[src/rtl/alarm_bank.sv]
// alarm_bank: multi-slot alarm clock with key editor and ring FSM.
// Optional snooze state enabled by defining ALARM_SNOOZE_EN.
module alarm_bank #(
  parameter int NUM_ALARMS = 4,
  parameter int RING_SEC   = 30,
  parameter int SNOOZE_SEC = 300,
  localparam int SW = ($clog2(NUM_ALARMS) > 1) ? $clog2(NUM_ALARMS) : 1
) (
  input  logic                  clk,
  input  logic                  rst,
  input  logic                  clk1sec,
  input  logic [3:0]            sw_in,
  input  logic [7:0]            hour,
  input  logic [7:0]            minute,
  input  logic [7:0]            second,
  output logic [2:0]            cursor,
  output logic [SW-1:0]         slot,
  output logic [23:0]           edit_time,
  output logic [NUM_ALARMS-1:0] en_mask,
  output logic                  ring,
  output logic [SW-1:0]         ring_slot
);

`ifdef ALARM_SNOOZE_EN
  typedef enum logic [1:0] {S_IDLE, S_RING, S_SNOOZE} state_t;
  localparam logic [15:0] SN_LAST = 16'(SNOOZE_SEC - 1);
  logic [15:0] snz_cnt;
`else
  typedef enum logic [1:0] {S_IDLE, S_RING} state_t;
`endif

  localparam logic [7:0] RS_LAST = 8'(RING_SEC - 1);
  localparam logic [7:0] SL_MAX  = 8'(NUM_ALARMS - 1);

  state_t state;
  logic [7:0] ring_cnt;

  logic [7:0] hr [NUM_ALARMS];
  logic [7:0] mn [NUM_ALARMS];
  logic [7:0] sc [NUM_ALARMS];
  logic [NUM_ALARMS-1:0] en;

  logic k_next, k_prev, k_inc, k_dec, k_any;
  logic hit;
  logic [SW-1:0] hit_idx;

  assign k_next  = (sw_in == 4'b1000);
  assign k_prev  = (sw_in == 4'b0100);
  assign k_inc   = (sw_in == 4'b0010);
  assign k_dec   = (sw_in == 4'b0001);
  assign k_any   = k_next | k_prev | k_inc | k_dec;
  assign en_mask = en;

  // Wrap-around step of a field bounded by [0, mx].
  function automatic logic [7:0] step8(
    input logic [7:0] v,
    input logic [7:0] mx,
    input logic       up
  );
    if (up) return (v == mx) ? 8'd0 : v + 8'd1;
    else    return (v == 8'd0) ? mx : v - 8'd1;
  endfunction

  // Lowest-index enabled slot matching the current time.
  always_comb begin
    hit     = 1'b0;
    hit_idx = '0;
    for (int i = NUM_ALARMS - 1; i >= 0; i--) begin
      if (en[i] && hr[i] == hour && mn[i] == minute &&
          sc[i] == second) begin
        hit     = 1'b1;
        hit_idx = SW'(i);
      end
    end
  end

  // Key-driven editor; keys only edit while idle.
  always_ff @(posedge clk or posedge rst) begin
    if (rst) begin
      for (int i = 0; i < NUM_ALARMS; i++) begin
        hr[i] <= '0;
        mn[i] <= '0;
        sc[i] <= '0;
      end
      en        <= '0;
      cursor    <= '0;
      slot      <= '0;
      edit_time <= '0;
    end else begin
      edit_time <= {hr[slot], mn[slot], sc[slot]};
      if (state == S_IDLE) begin
        unique case (1'b1)
          k_next: if (cursor != 3'd4) cursor <= cursor + 3'd1;
          k_prev: if (cursor != 3'd0) cursor <= cursor - 3'd1;
          k_inc, k_dec: begin
            case (cursor)
              3'd0: slot <= SW'(step8(8'(slot), SL_MAX, k_inc));
              3'd1: hr[slot] <= step8(hr[slot], 8'd23, k_inc);
              3'd2: mn[slot] <= step8(mn[slot], 8'd59, k_inc);
              3'd3: sc[slot] <= step8(sc[slot], 8'd59, k_inc);
              3'd4: en[slot] <= ~en[slot];
              default: ;
            endcase
          end
          default: ;
        endcase
      end
    end
  end

  // Ring FSM with registered ring output.
  always_ff @(posedge clk or posedge rst) begin
    if (rst) begin
      state     <= S_IDLE;
      ring      <= 1'b0;
      ring_slot <= '0;
      ring_cnt  <= '0;
`ifdef ALARM_SNOOZE_EN
      snz_cnt   <= '0;
`endif
    end else begin
      unique case (state)
        S_IDLE: begin
          if (clk1sec && hit) begin
            state     <= S_RING;
            ring      <= 1'b1;
            ring_slot <= hit_idx;
            ring_cnt  <= '0;
          end
        end
        S_RING: begin
`ifdef ALARM_SNOOZE_EN
          if (k_dec) begin
            state    <= S_SNOOZE;
            ring     <= 1'b0;
            ring_cnt <= '0;
            snz_cnt  <= '0;
          end else
`endif
          if (k_any) begin
            state    <= S_IDLE;
            ring     <= 1'b0;
            ring_cnt <= '0;
          end else if (clk1sec) begin
            if (ring_cnt == RS_LAST) begin
              state    <= S_IDLE;
              ring     <= 1'b0;
              ring_cnt <= '0;
            end else begin
              ring_cnt <= ring_cnt + 8'd1;
            end
          end
        end
`ifdef ALARM_SNOOZE_EN
        S_SNOOZE: begin
          if (k_any) begin
            state   <= S_IDLE;
            snz_cnt <= '0;
          end else if (clk1sec) begin
            if (snz_cnt == SN_LAST) begin
              state    <= S_RING;
              ring     <= 1'b1;
              ring_cnt <= '0;
              snz_cnt  <= '0;
            end else begin
              snz_cnt <= snz_cnt + 16'd1;
            end
          end
        end
`endif
        default: begin
          state <= S_IDLE;
          ring  <= 1'b0;
        end
      endcase
    end
  end

endmodule
[config.mk]
export PLATFORM = sky130hd
export DESIGN_NAME = alarm_bank
export DESIGN_NICKNAME = d
export VERILOG_FILES = /design/src/rtl/alarm_bank.sv
export SDC_FILE = /design/constraint.sdc
export NUM_CORES = 1
export LEC_CHECK = 0
export CAP_MARGIN = 20
export CELL_PAD_IN_SITES_DETAIL_PLACEMENT = 0
export CELL_PAD_IN_SITES_GLOBAL_PLACEMENT = 2
export CORE_MARGIN = 8
export CORE_UTILIZATION = 30
export CTS_BUF_LIST = sky130_fd_sc_hd__clkbuf_8
export CTS_CLUSTER_DIAMETER = 50
export DETAILED_ROUTE_END_ITERATION = 6
export PLACE_DENSITY = 0.73
export SLEW_MARGIN = 10
export SYNTH_ARGS = -nofsm -noshare
export SYNTH_HDL_FRONTEND = slang
export SYNTH_SLANG_ARGS = --single-unit
export TNS_END_PERCENT = 5
[constraint.sdc]
create_clock -name clk -period 6.2 [get_ports clk]
set_input_delay 0.62 -clock clk [delete_from_list [all_inputs] [get_ports clk]]
set_output_delay 0.62 -clock clk [all_outputs]
set_load 0.01 [all_outputs]
==> results.cfg, run 1 <==
[logic_synthesis]
syn-num-nets = 865
synth_top_area_share = 0.4011
avgSynthCellArea_sq_um = 10.73
syn_inst = 814
synth_ff_type = dfrtp_1
synthArstFlopShare = 1.000
synth.area.top_cells = dfrtp_1 (40%), mux2_2 (9.2%), xor2_1 (7.2%)
ys_seq_area_frac = 0.4011
synth_area_leader_cell = dfrtp_1
synth_edf_count = 0
ys_ff_latch = 140
mappedNetlistArea_sq_um = 8735
synth.distinct_cells = 69
yosysWarningCount = 0

[sta]
skew_ps = 12.22
drv_slew = 0
layout_setup_ws_ps = 2662
post-route-period-util = 0.5706
maxSlewHeadroom = 0.2993
rsz0062_at_grt = false
min_period_ps = 3538
setup_tns_ps = 0
report.final.hold_viol_count = 0
tightestPinTransition_ps = 1040
fmax_mhz = 282.7
setup_violations = 0

[clocking]
cts-buffers-inserted = 17
cts.repair.resized = 0
cts_hold_buf = 0
clock_latency_ps = 460
cts.path.max_buffers = 2
root_buffer = clkbuf_8
clock_sinks = 140
tritoncts = yes
clkTransAtPathRegs_ps = 90
htreeDepth = 4
post_cts_buffers = 0

[finish]
nNetsFinal = 922
areaGrowthSynthToFinish_pct = 15.97
drive_above_1_share = 0.1742
fin_util = 0.3529

[pwr]
p_leak_nw = 4.321
irDropWorstVdd_uv = 150.0
clockPowerShare = 0.160
power_density_nw_per_um2 = 486.7
p_seq_frac = 0.307
finalPower_mw = 4.930
p_sw_frac = 0.4514
power_switching_mw = 2.225
p_int_mw = 2.705
pwr-share-comb = 0.534

[setup_path]
start_kind = flip-flop
cp_data_arrival_time_ps = 3880
crit_path_max_fanout = 22
crit_type = reg2reg
cp_data_required_time_ps = 6550
cp-end-kind = flip-flop

[global_routing]
antenna_found_initial = 0
gr-total-overflow = 0
grt_pass1_wl_um = 41850
grt_pass1_vias = 6678
grt_max_degree = 86
grt_usage = 0.1556

[placement]
port_buffers = 66
dp_hpwl_um = 20600
gp_congestion = 0.8709
pre_cts_slack_ps = 2665

[route]
drc = 0
initialDrtViolationCount = 478
num_vias = 6567
drt_wl_total_um = 27250
viasPerCell = 5.175
wl_per_cell_um = 21.47
firstDrtPassIters = 6
ant_nets = 0

[floorplanning]
core_area_sq_um = 28700
start_util = 0.3043
rows = 62
pin_count = 67
dieHeight_um = 186.6
die_area_sq_um = 34830
die_x_um = 186.6

[run_status]
status = finished, final reports clean

[min_path]
hold_path_class = reg2reg

[flow_run]
drv_cap = 0
==> power groups by stage <==
| stage | registers (mW) | clock network [mW] | logic, mW |
|---|---|---|---|
| final | 1.51 | 0.787 | 2.63 |
| after global routing | 1.55 | 0.848 | 2.88 |
| after CTS | 1.51 | 0.809 | 2.63 |
| after detailed placement | 1.52 | 0 | 2.62 |
| after global placement | 1.52 | 0 | 2.63 |
| after floorplan | 1.42 | 0 | 1.93 |
==> cells in the mapped netlist (7+ instances only) <==
cell and count:
ha_1 20, nor4_1 22, mux2i_1 9, and3_1 9, xnor2_1 42, xor2_1 72, mux2_2 71, nand4_1 15
nor2b_1 7, buf_2 10, o21ai_1 7, o21ai_0 42, nand3_1 25, nor2_1 30, buf_6 8, nand2b_1 7
inv_1 19, nor3b_1 8, mux4_2 19, nand2_1 87, clkbuf_1 11, nor3_1 15, dfrtp_1 140, a21oi_1 21
==> logic make-up after synthesis <==
kind of cell	share of synthesized area
flops	0.4011
mux	0.1680
xor+xnor	0.1143
compound gates	0.08981
fa+ha+maj	0.02865
buf+inv	0.03194
simple gates	0.1662
==> metrics by stage <==
stage                     hold slack, ps  cells  cell area, sq um
after detailed placement           520.1   1236              9721
after global routing               568.1   1268             10130
final                              533.7   1269             10130
after CTS                          535.3   1268             10130
after global placement             509.0   1236              9721
after floorplan                    482.2    814              8735
==> worst max-delay path, stage by stage, from the launching register on <==
cell	delay [ps]
dfrtp_1	760
buf_4	430
mux4_1	740
inv_1	110
ha_1	210
nor2b_1	390
nand3_2	170
a21oi_1	170
a21oi_1	130
mux2_2	300
==> layout by cell type (no fill, tap or decap), types with 8 or more instances in the layout <==
master,n
mux2_2,71
dfrtp_1,139
mux4_2,19
and3_1,9
clkdlybuf4s50_1,66
nor3_1,15
xnor2_1,42
clkbuf_8,17
nor2_1,30
nand3_1,25
nand4_1,15
inv_1,20
o21ai_0,42
nor4_1,22
nor3b_1,8
mux2i_1,9
xor2_1,72
nand2_1,87
a21oi_1,21
ha_1,20
==> sequential cells by signal, summed over array words and instances, names as in the netlist <==
signal / cells
edit_time: 24
sc: 32
en_mask: 4
ring_slot: 2
cursor: 3
ring_cnt: 8
slot: 2
hr: 32
mn: 32
ring: 1
==> final cells by class <==
class / count / area [sq um]
Inverter: 19 / 76.32
Fill cell: 2918 / 18570
Clock inverter: 15 / 172.7
Tap cell: 384 / 480.5
Clock buffer: 17 / 234.0
Antenna cell: 1 / 2.502
Multi-Input combinational cell: 622 / 4961
Timing Repair Buffer: 71 / 698.2
Sequential cell: 140 / 3505
==> worst paths after layout <==
check | to | from | slack [ps] | depth (start not counted)
worst max-delay path | mn[26] | slot[1] | 2660 | 9
worst min register to register | hr[9] | hr[9] | 530 | 2
min in group asynchronous | sc[24] | rst | 680 | 2
worst max register to register | mn[26] | slot[1] | 2660 | 9
max in group asynchronous | slot[0] | rst | 4250 | 3
worst min-delay path | hr[9] | hr[9] | 530 | 2
==> per-layer routing <==
layer / part of all wire / track usage / vias up
li1: - / - / 3086
met3: 0.039 / 0.02573 / 34
met4: 0.027 / 0.06231 / 0
met1: 0.47 / 0.2071 / 3281
met2: 0.47 / 0.2487 / 166
met5: 0 / 0 / -
Note: power is estimated with default switching activity, not from simulation.
==> inputs of run 2 (changes only) <==
Clock period 6.2 ns to 3.5 ns, I/O delays scaled along.
==> results.cfg, run 2 (same netlist as run 1, synthesis figures left out) <==
[setup_path]
slowest_stage = mux4_1
crit_family = multiplexers
start_kind = flip-flop
cp_data_arrival_time_ps = 3400
r2r_slack_ps = 490
cp_data_required_time_ps = 3890
cp_cell_sequence = mux4_1, inv_1, ha_1, nor2b_1, nor3b_1, a21oi_1, o21ai_1, mux2_2
cp-end-kind = flip-flop
crit_buf_inv = 1
slowest_delay_ps = 790
reg2reg_to = mn[20]
crit_path_max_fanout = 7
r2r_start = slot[1]
reg2reg_depth = 8
crit_type = reg2reg

[global_routing]
grt_pass1_wl_um = 42400
grt_pass1_vias = 6710
grt_max_degree = 141
grt_usage = 0.1578
gr-total-overflow = 0
antenna_found_initial = 0

[route]
route.met3.wl_um = 1412
firstDrtPassIters = 5
drt_wl_total_um = 27510
ant_nets = 0
met1Wirelength_um = 12900
num_vias = 6577
viasPerCell = 5.142
top_layer = met4
wl_per_cell_um = 21.51
drc = 0
routed-wl-met2_um = 12710
initialDrtViolationCount = 692

[clocking]
clock_sinks = 140
post_cts_buffers = 0
cts.repair.resized = 0
root_buffer = clkbuf_8
clock_latency_ps = 450
cts.path.max_buffers = 2
tritoncts = yes
htreeDepth = 4
clkTransAtPathRegs_ps = 80
cts_hold_buf = 0
cts-buffers-inserted = 17

[pwr]
p_leak_nw = 4.391
p_seq_frac = 0.296
power_density_nw_per_um2 = 875.0
irDropWorstVdd_uv = 290.5
p_int_mw = 4.904
p_sw_frac = 0.4509
finalPower_mw = 8.930
power_switching_mw = 4.026
pwr-share-comb = 0.554
clockPowerShare = 0.150

[sta]
fmax_mhz = 332.2
drv_slew = 0
rsz0062_at_grt = false
tightestPinTransition_ps = 781.9
setup_violations = 0
min_period_ps = 3010
report.final.hold_viol_count = 0
setup_tns_ps = 0
post-route-period-util = 0.8601
skew_ps = 15.04
maxSlewHeadroom = 0.4787

[finish]
design_area_sq_um = 10210
final_common_cell = dfrtp_1
drive_above_1_share = 0.1810
num-fill-cells = 2942
antenna_cells = 0
areaGrowthSynthToFinish_pct = 16.85
largest_registers = hr (32), mn (32), sc (32)
final_cell_mix = dfrtp_1 (139), nand2_1 (87), xor2_1 (72), mux2_2 (71), clkdlybuf4s50_1 (66)
nNetsFinal = 934

[floorplanning]
die_x_um = 186.6
rows = 62
start_util = 0.3043
dieHeight_um = 186.6
core_area_sq_um = 28700
pin_count = 67
die_area_sq_um = 34830

[placement]
place_area_sq_um = 9822
dp_hpwl_um = 21360
gp_congestion = 0.9581
port_buffers = 66

[run_status]
status = finished, final reports clean

[flow_run]
drv_cap = 0

[min_path]
hold_path_class = in2async
-- run 2: stage by stage --
| step | util | cells | hold WS (ps) | setup slack, ps |
|---|---|---|---|---|
| 2_1_floorplan | - | 814 | 482.2 | 886.2 |
| 3_3_place_gp | 0.3422 | 1248 | 509.5 | 496.2 |
| 3_5_place_dp | 0.3422 | 1248 | 519.1 | 507.7 |
| 4_1_cts | 0.3556 | 1279 | 519.2 | 517.8 |
| 5_1_grt | 0.3556 | 1279 | 567.7 | 361.5 |
| 6_report | 0.3556 | 1279 | 479.2 | 489.7 |
-- run 2: how the worst max path moves through the flow --
stage | cells past startpoint | endpoint | slack (ps) | from
after floorplan | 9 | mn[26] | 890 | slot[1]
after global placement | 7 | ring_cnt[3] | 500 | second[5]
after detailed placement | 7 | ring_cnt[2] | 510 | second[5]
after CTS | 8 | mn[20] | 520 | slot[1]
after global routing | 8 | mn[21] | 360 | slot[1]
final | 8 | mn[20] | 490 | slot[1]
-- run 2: layout make-up --
class | instances | area (sq um) | area share
inverter | 19 | 75.07 | 0.007356
clock inverter | 13 | 136.4 | 0.01336
tap | 384 | 480.5 | 0.04708
multi-input combinational | 622 | 4961 | 0.4861
sequential | 140 | 3505 | 0.3434
clock buffer | 18 | 247.7 | 0.02427
timing repair buffer | 83 | 800.8 | 0.07846
-- run 2: worst min-delay path, stage by stage --
cell             delay (ps)
clkdlybuf4s50_1         440
clkinvlp_4              100
buf_12                  550
-- run 2: per-layer routing --
layer	GRT usage	vias up
li1	-	3095
met1	0.2183	3282
met5	0	-
met3	0.02890	25
met4	0.04276	0
met2	0.2496	175
-- run 2: power groups by stage --
| stage | Sequential, mW | Combinational (mW) | Clock (mW) |
|---|---|---|---|
| floorplan | 2.52 | 3.43 | 0 |
| global placement | 2.67 | 4.92 | 0 |
| detailed placement | 2.67 | 4.92 | 0 |
| CTS | 2.64 | 4.94 | 1.38 |
| global route | 2.71 | 5.39 | 1.45 |
| finish | 2.64 | 4.94 | 1.34 |
